**src/rtl/adder_tree_pkg.sv**
```systemverilog
// -----------------------------------------------------------------------------
// adder_tree_pkg
// Shared definitions for the 3-level, 8-operand adder tree and its loader.
//   ADDER_WIDTH  - operand width in bits
//   N_OPERANDS   - operands per frame (2^3 for the 3-level tree)
//   TREE_LATENCY - cycles from operand presentation to the tree's registered sum
//   loader_state_t - loader FSM states
//   operand_t      - one tree operand
// -----------------------------------------------------------------------------
package adder_tree_pkg;

    localparam int ADDER_WIDTH  = 8;
    localparam int N_OPERANDS   = 8;
    localparam int TREE_LATENCY = 2;

    typedef enum logic {
        FILL  = 1'b0,
        ISSUE = 1'b1
    } loader_state_t;

    typedef logic [ADDER_WIDTH-1:0] operand_t;

endpackage

```
**src/rtl/valid_delay_line.sv**
```systemverilog
// -----------------------------------------------------------------------------
// valid_delay_line
// Fixed-depth shift register that carries a {valid, tag} word alongside a
// pipelined datapath so the qualifier lines up with the data it describes.
// Reset clears every stage, so no stale valid can emerge after reset.
// Ports:
//   clk  - rising-edge clock
//   rst  - synchronous, active-high reset (clears all stages)
//   din  - word entering the line
//   dout - din delayed by DEPTH cycles
// -----------------------------------------------------------------------------
module valid_delay_line #(
    parameter int DEPTH = 2,
    parameter int WIDTH = 5
) (
    input  logic             clk,
    input  logic             rst,
    input  logic [WIDTH-1:0] din,
    output logic [WIDTH-1:0] dout
);

    logic [WIDTH-1:0] stage_p [DEPTH];

    always_ff @(posedge clk) begin
        if (rst) begin
            for (int i = 0; i < DEPTH; i++) begin
                stage_p[i] <= '0;
            end
        end else begin
            stage_p[0] <= din;
            for (int i = 1; i < DEPTH; i++) begin
                stage_p[i] <= stage_p[i-1];
            end
        end
    end

    assign dout = stage_p[DEPTH-1];

endmodule

```
**src/rtl/adder_tree_loader.sv**
```systemverilog
// -----------------------------------------------------------------------------
// adder_tree_loader
// Packs a serial valid/ready operand stream into N_OPERANDS-wide frames for the
// adder tree. Short frames (closed early by in_last) are zero-padded. A frame is
// presented on 'operands' for one frame_valid pulse and held until the next
// frame; a delay line matched to the tree latency marks the cycle in which the
// tree's sum belongs to that frame.
// Ports:
//   clk, rst     - clock and synchronous active-high reset
//   in_data      - operand
//   in_valid     - in_data is valid
//   in_last      - operand closes the frame early (qualified by in_valid)
//   in_ready     - loader accepts an operand this cycle (registered, state only)
//   operands     - packed frame, slot k at [k*W +: W]
//   frame_valid  - one-cycle pulse, operands holds a new frame
//   frame_tag    - sequence number of the frame on operands
//   sum_valid    - frame_valid delayed by TREE_LATENCY
//   sum_tag      - frame_tag delayed by TREE_LATENCY
// -----------------------------------------------------------------------------
module adder_tree_loader #(
    parameter int ADDER_WIDTH  = adder_tree_pkg::ADDER_WIDTH,
    parameter int N_OPERANDS   = adder_tree_pkg::N_OPERANDS,
    parameter int TREE_LATENCY = adder_tree_pkg::TREE_LATENCY,
    parameter int TAG_WIDTH    = 4
) (
    input  logic                              clk,
    input  logic                              rst,
    input  logic [ADDER_WIDTH-1:0]            in_data,
    input  logic                              in_valid,
    input  logic                              in_last,
    output logic                              in_ready,
    output logic [N_OPERANDS*ADDER_WIDTH-1:0] operands,
    output logic                              frame_valid,
    output logic [TAG_WIDTH-1:0]              frame_tag,
    output logic                              sum_valid,
    output logic [TAG_WIDTH-1:0]              sum_tag
);

    import adder_tree_pkg::*;

    localparam int               CNT_W     = (N_OPERANDS > 1) ? $clog2(N_OPERANDS) : 1;
    localparam logic [CNT_W-1:0] LAST_SLOT = CNT_W'(N_OPERANDS - 1);

    loader_state_t          state;
    logic [CNT_W-1:0]       cnt;
    logic [TAG_WIDTH-1:0]   tag_cnt;
    logic [ADDER_WIDTH-1:0] fill_buf [N_OPERANDS];
    logic                   frame_done;

    // Only meaningful on an accepted transfer: last slot reached or early close.
    assign frame_done = in_last || (cnt == LAST_SLOT);

    // Fill stage -> issue stage
    always_ff @(posedge clk) begin
        if (rst) begin
            state       <= FILL;
            cnt         <= '0;
            tag_cnt     <= '0;
            in_ready    <= 1'b1;
            operands    <= '0;
            frame_valid <= 1'b0;
            frame_tag   <= '0;
            for (int k = 0; k < N_OPERANDS; k++) begin
                fill_buf[k] <= '0;
            end
        end else begin
            frame_valid <= 1'b0;
            case (state)
                FILL: begin
                    if (in_valid && in_ready) begin
                        // Write the current slot; on frame completion also clear
                        // every slot above it so a short frame is zero-padded
                        // without a separate clear cycle.
                        for (int k = 0; k < N_OPERANDS; k++) begin
                            if (CNT_W'(k) == cnt) begin
                                fill_buf[k] <= in_data;
                            end else if (frame_done && (CNT_W'(k) > cnt)) begin
                                fill_buf[k] <= '0;
                            end
                        end
                        if (frame_done) begin
                            state    <= ISSUE;
                            in_ready <= 1'b0;
                        end else begin
                            cnt <= cnt + CNT_W'(1);
                        end
                    end
                end
                ISSUE: begin
                    for (int k = 0; k < N_OPERANDS; k++) begin
                        operands[k*ADDER_WIDTH +: ADDER_WIDTH] <= fill_buf[k];
                    end
                    frame_valid <= 1'b1;
                    frame_tag   <= tag_cnt;
                    tag_cnt     <= tag_cnt + TAG_WIDTH'(1);
                    cnt         <= '0;
                    state       <= FILL;
                    in_ready    <= 1'b1;
                end
            endcase
        end
    end

    // Issue stage -> tree output stage
    valid_delay_line #(
        .DEPTH (TREE_LATENCY),
        .WIDTH (TAG_WIDTH + 1)
    ) u_sum_delay (
        .clk  (clk),
        .rst  (rst),
        .din  ({frame_valid, frame_tag}),
        .dout ({sum_valid, sum_tag})
    );

endmodule

```
**config.mk**
```make
export PLATFORM = sky130hd
export DESIGN_NAME = adder_tree_loader
export DESIGN_NICKNAME = d
export VERILOG_FILES = /design/src/rtl/adder_tree_pkg.sv /design/src/rtl/valid_delay_line.sv /design/src/rtl/adder_tree_loader.sv
export SDC_FILE = /design/constraint.sdc
export NUM_CORES = 1
export LEC_CHECK = 0
export CORE_MARGIN = 2
export CORE_UTILIZATION = 55
export DETAILED_ROUTE_END_ITERATION = 8
export PLACE_DENSITY = 0.81
export SETUP_SLACK_MARGIN = 0.15
export SYNTH_ARGS = -nofsm -noshare
export SYNTH_HDL_FRONTEND = slang
export SYNTH_SLANG_ARGS = --single-unit
```
**constraint.sdc**
```tcl
create_clock -name clk -period 5.41 [get_ports clk]
set_input_delay 0.541 -clock clk [delete_from_list [all_inputs] [get_ports clk]]
set_output_delay 0.541 -clock clk [all_outputs]
set_load 0.05 [all_outputs]
```
==> results.yml, run 1 <==
floorplanning:
  die_h_um: 106
  fp-row-count: 37
  die_x_um: 106
  initial_core_util_pct: 56.3
  ios: 87
  core_area_mm2: 0.0102
  die_area_mm2: 0.0113
cts:
  insertion_delay_ns: 0.52
  clock-sinks: 152
  numCtsBuffers: 17
  clk_pin_slew_ns: 0.06
  root_buffer: "clkbuf_8"
  h-tree-depth: 4
  cts_resized: 0
  clock_path_buffers: 2
  ctsHoldBuffers: 0
  post-cts-setup-buffers: 0
  cts_tree: "yes"
sta:
  slew_headroom_pct: 21.1
  finalWorstSetupSlack_ns: 2.86
  fmax_mhz: 392
  rsz0062_at_grt: "false"
  worst_pin_slew_ns: 1.17
  period_needed_ns: 2.55
  setup_viol: 0
  fin_tns_setup_ns: 0
  slew_viol_final: 0
  fin_crit_sh_pct: 47.2
  skew_ns: 0.00668
  final_hold_viol_count: 0
grt:
  gr-usage-met1_pct: 26.9
  grt_util_met2_pct: 36.0
  antenna_found_initial: 0
  grt.overflow.total: 0
  grt_max_degree: 105
  top_usage_layer: "met2"
  grt_pass1_vias: 3536
  grt_use_total_pct: 21.6
  grt_pass1_wl_um: 18400
  grt_util_met3_pct: 6.07
yosys:
  synth-warning-count: 0
  postSynth.asyncResetShare_pct: 0
  yosysSeqAreaShare_pct: 63.9
  yosys_register_bits: 152
  yosysTopAreaCellShare_pct: 33.4
  ys_types: 40
  synth_area_leaders: "edfxtp_1 33%, dfxtp_1 31%, mux2i_1 12%"
  synth-edff-count: 64
  ys.flop_type: "dfxtp_1"
  syn-cell-area_mm2: 0.00576
  yosysTopAreaCell: "edfxtp_1"
  syn_nets: 477
  avgSynthCellArea_um2: 12.5
  synth_cells: 460
power:
  worst_ir_drop_vdd_uv: 217
  pwr_density_cell_mw_per_mm2: 356
  p_leak_nw: 2.63
critical_path:
  crit_arrival_ns: 2.69
  cp-start-kind: "flip-flop"
  worst-path-max-fanout: 11
  worstSetupPathType: "flip-flop to flip-flop"
  cp-end-kind: "flip-flop"
  cp.required_ns: 5.55
detailed_routing:
  drc: 0
  wl_per_cell_um: 16.8
  vias: 3631
  drtIter0Drc: 202
  viasPerCell: 5.27
  ant_nets: 0
  dr.pass1.iters: 7
  routed_wl_um: 11500
layout:
  final_cell_mix: "87 x dfxtp_1, 85 x clkdlybuf4s50_1, 76 x nor2_1"
  nFillCells: 700
  drive_above_1_share_pct: 8.14
  layout.cells.non_filler: 689
  syn2layout_area_growth_pct: 25.4
  fin_nets: 557
  antenna_cells: 0
  layout.cells.most_common: "dfxtp_1"
  final_cell_area_mm2: 0.00723
  finish.utilization_pct: 70.6
placed_design:
  placed_cell_area_mm2: 0.00666
  dp_hpwl_um: 7340
  port_buffers: 86
  gp_congestion: 0.933
  dp_cells: 657
  pre_cts_ws_ns: 2.63
min_path:
  hp-class: "flip-flop to flip-flop"
run:
  max_cap_violations: 0
run_status:
  outcome: "complete, no violations"
## metrics by stage
stage / hold WS [ns] / total power, mW
after floorplan: 0.414 / 1.42
after global placement: 0.417 / 1.48
after detailed placement: 0.420 / 1.48
after CTS: 0.429 / 2.59
after global routing: 0.452 / 2.64
final: 0.431 / 2.58
## kinds of logic after synthesis
| kind of cell | count (synthesis) | synth area share, % |
|---|---|---|
| mux | 71 | 12.3 |
| compound gates | 13 | 1.91 |
| xor+xnor | 4 | 0.608 |
| fa+ha+maj | 5 | 1.09 |
| flops | 152 | 63.9 |
| simple gates | 183 | 17.2 |
| buf+inv | 32 | 2.95 |
## power breakdown
group	total [mW]	switching, mW	internal (mW)
clock network	1.12	0.468	0.649
registers	1.28	0.0278	1.25
logic	0.183	0.121	0.0621
total	2.58	0.618	1.96
## worst paths after layout
path / start / depth (start not counted) / to / slack, ns
setup / recovery: cnt[0]$_SDFFE_PP0P_ / 5 / fill_buf[0][9]$_SDFFCE_PP0P_ / 2.86
hold / removal: u_sum_delay.stage_p[0][2]$_SDFF_PP0_ / 1 / u_sum_delay.stage_p[0][7]$_SDFF_PP0_ / 0.43
setup reg to reg: cnt[0]$_SDFFE_PP0P_ / 5 / fill_buf[0][9]$_SDFFCE_PP0P_ / 2.86
hold reg to reg: u_sum_delay.stage_p[0][2]$_SDFF_PP0_ / 1 / u_sum_delay.stage_p[0][7]$_SDFF_PP0_ / 0.43
## state kept, by name, indices dropped and copies added (netlist names)
| register | count |
|---|---|
| fill_buf | 64 |
| operands | 64 |
| u_sum_delay.stage_p | 10 |
| frame_tag | 4 |
| tag_cnt | 4 |
| cnt | 3 |
| frame_valid | 1 |
| in_ready | 1 |
| state | 1 |
## synthesized netlist by cell type, types with 2 or more instances
library cell	number
a21oi_1	4
and2_1	56
buf_1	2
buf_2	7
buf_4	7
buf_6	2
clkbuf_1	9
dfxtp_1	88
edfxtp_1	64
ha_1	5
inv_1	5
mux2i_1	71
nand2_1	7
nand3_1	4
nand4b_1	2
nor2_1	76
nor2b_1	11
nor3_1	3
nor3_4	3
nor3b_1	8
nor4_1	2
o31ai_1	3
or3_1	2
xnor2_1	2
xor2_1	2
## cell type report
type	instances	area [um^2]	share of cell area, %
clock inverter	11	77.6	1.07
timing repair buffer	88	873	12.1
multi-input combinational	276	1910	26.4
tap	136	170	2.35
inverter	5	18.8	0.260
sequential	152	3690	51.0
clock buffer	21	492	6.80
## worst max-delay path, stage by stage (launching register included)
cell     delay [ns]
dfxtp_1        0.56
ha_1           0.22
ha_1           0.19
or2_2          0.19
nor2_1         0.07
o31ai_1        0.95
## metal layers
metal | vias up | routed length [um]
met5 | - | 0
met1 | 1750 | 4750
met2 | 137 | 5950
met4 | 0 | 170
met3 | 15 | 678
li1 | 1729 | -
Note: power is estimated with default switching activity, not from simulation.
==> run 2: changes to the inputs <==
- CORE_UTILIZATION: 55 -> 48
- PLACE_DENSITY: 0.81 -> 0.75
- clock period: 5.41 -> 2.2 ns (I/O delays scaled with it)
==> run 2 against run 1 <==
Against the previous run:
- clock skew rose by 0.0011 ns
- power rose by 150%
- first-iteration DRC count rose by 20%
- die area rose by 14%
- flip-flop and latch count did not move
- worst setup slack got worse by 2.7 ns
- final cell count rose by 3.5%
- critical path type unchanged
- critical endpoint is now fill_buf[1][7]$_SDFFCE_PP0P_
==> results.yml, run 2 (synthesized netlist as in run 1, its figures left out) <==
detailed_routing:
  viasPerCell: 5.11
  drtIter0Drc: 243
  vias: 3644
  routed_wl_um: 12000
  wl_per_cell_um: 16.8
  ant_nets: 0
  dr.pass1.iters: 4
  drc: 0
cts:
  numCtsBuffers: 17
  ctsHoldBuffers: 0
  clock-sinks: 152
  cts_resized: 0
  post-cts-setup-buffers: 0
  root_buffer: "clkbuf_16"
  clk_pin_slew_ns: 0.06
  clock_path_buffers: 2
  cts_tree: "yes"
  h-tree-depth: 4
  insertion_delay_ns: 0.42
floorplanning:
  fp-row-count: 40
  core_area_mm2: 0.0119
  die_area_mm2: 0.0129
  die_h_um: 114
  initial_core_util_pct: 48.6
  ios: 87
  die_x_um: 114
power:
  total_power_mw: 6.31
  worst_ir_drop_vdd_uv: 436
  net-switching-power_mw: 1.53
  p_comb_share_pct: 7.6
  pwr_density_cell_mw_per_mm2: 860
  clkPwrFrac_pct: 42.8
  intPower_mw: 4.79
  p_seq_share_pct: 49.6
  p_leak_nw: 2.67
  swShare_pct: 24.2
min_path:
  min_path_cells: 2
  holdCritStartpoint: "rst"
  whs_endpoint: "operands[32]$_SDFFE_PP0P_"
  hp-class: "input pin to flip-flop"
sta:
  skew_ns: 0.00779
  worst_pin_slew_ns: 0.816
  fin_tns_setup_ns: 0
  fin_crit_sh_pct: 90.8
  rsz0062_at_grt: "true"
  slew_headroom_pct: 45.6
  slew_viol_final: 0
  final_hold_viol_count: 0
  period_needed_ns: 2.00
  setup_viol: 0
  holdWs_ns: 0.225
  fmax_mhz: 501
critical_path:
  slowest_delay_ns: 0.66
  cp.required_ns: 2.25
  reg2reg_from: "cnt[0]$_SDFFE_PP0P_"
  crit_arrival_ns: 2.04
  rrSetupSlack_ns: 0.20
  r2r.worst_path.cells: 5
  cp-end-kind: "flip-flop"
  worst-path-max-fanout: 8
  slowest_stage: "a21oi_1"
  crit_chain: "ha_1 -> ha_1 -> or2_2 -> a21oi_1 -> a21oi_1"
  cp-start-kind: "flip-flop"
  worstReg2RegEnd: "fill_buf[1][7]$_SDFFCE_PP0P_"
  worstSetupPathType: "flip-flop to flip-flop"
grt:
  grt.overflow.total: 0
  antenna_found_initial: 0
  grt_pass1_wl_um: 19200
  grt_use_total_pct: 19.8
  grt_max_degree: 43
  grt_pass1_vias: 3621
layout:
  drive_above_1_share_pct: 10.4
  final_cell_mix: "87 x dfxtp_1, 84 x clkdlybuf4s50_1, 76 x nor2_1"
  antenna_cells: 0
  biggestRegsByFlops: "fill_buf x64, operands x64, u_sum_delay.stage_p x10"
  fin_nets: 570
  syn2layout_area_growth_pct: 27.4
  finish.utilization_pct: 61.9
  layout.cells.most_common: "dfxtp_1"
  final_cell_area_mm2: 0.00734
placed_design:
  dp_hpwl_um: 7810
  placed_cell_area_mm2: 0.00677
  port_buffers: 86
  gp_congestion: 0.825
run:
  max_cap_violations: 0
run_status:
  outcome: "complete, no violations"
run 2: changes by cell type in the layout (fill, tap and decap cells not counted), sizes merged, moves of 4 or more:
cell	change
inv	-8
buf	+13
clkinv	+7
clkbuf	-4
clkinvlp	+4
run 2: layout make-up:
| type | count | area, um^2 |
|---|---|---|
| Fill cell | 958 | 4520 |
| Sequential cell | 152 | 3690 |
| Multi-Input combinational cell | 276 | 1920 |
| Timing Repair Buffer | 101 | 973 |
| Clock buffer | 17 | 425 |
| Tap cell | 147 | 184 |
| Clock inverter | 15 | 131 |
| Inverter | 5 | 18.8 |
run 2: critical path: cells and delay by family (launching register included):
| family | cells | cell delay, ns |
|---|---|---|
| AOI/OAI and AO/OA | 2 | 0.74 |
| DFF | 1 | 0.39 |
| adders and majority gates | 2 | 0.36 |
| and+or+nand+nor | 1 | 0.13 |
run 2: layer usage:
layer  vias up  global-route usage, %  routed length, um
met5         -                      0                  0
met1      1767                   24.6               5090
met3        22                   5.10                575
met2        90                   32.7               6000
li1       1765                      -                  -
met4         0                   9.02                317
run 2: power groups by stage:
| stage | sequential (mW) | combinational (mW) | clock [mW] |
|---|---|---|---|
| global route | 3.14 | 0.514 | 2.88 |
| global placement | 3.19 | 0.472 | 0 |
| detailed placement | 3.19 | 0.481 | 0 |
| floorplan | 3.27 | 0.216 | 0 |
| CTS | 3.13 | 0.484 | 2.75 |
| finish | 3.13 | 0.482 | 2.70 |
run 2: through the flow:
| step | instances | setup slack [ns] |
|---|---|---|
| finish | 713 | 0.203 |
| global route | 713 | 0.0370 |
| CTS | 713 | 0.173 |
| detailed placement | 681 | 0.118 |
| global placement | 681 | 0.188 |
| floorplan | 460 | 0.0380 |
run 2: worst max-delay path by stage:
| stage | depth (start not counted) | startpoint | endpoint | slack, ns |
|---|---|---|---|---|
| floorplan | 2 | in_ready$_SDFFE_PP1P_ | fill_buf[0][10]$_SDFFCE_PP0P_ | 0.04 |
| global placement | 4 | in_valid | fill_buf[1][10]$_SDFFCE_PP0P_ | 0.19 |
| detailed placement | 4 | in_valid | fill_buf[1][12]$_SDFFCE_PP0P_ | 0.12 |
| CTS | 5 | cnt[0]$_SDFFE_PP0P_ | fill_buf[1][7]$_SDFFCE_PP0P_ | 0.17 |
| global route | 5 | cnt[0]$_SDFFE_PP0P_ | fill_buf[1][15]$_SDFFCE_PP0P_ | 0.04 |
| finish | 5 | cnt[0]$_SDFFE_PP0P_ | fill_buf[1][7]$_SDFFCE_PP0P_ | 0.20 |
==> run 3: changes to the inputs <==
- HOLD_SLACK_MARGIN: not set -> 0.1
==> results of run 3 <==
The final DEF is identical to that of run 2; final timing and power are the same.
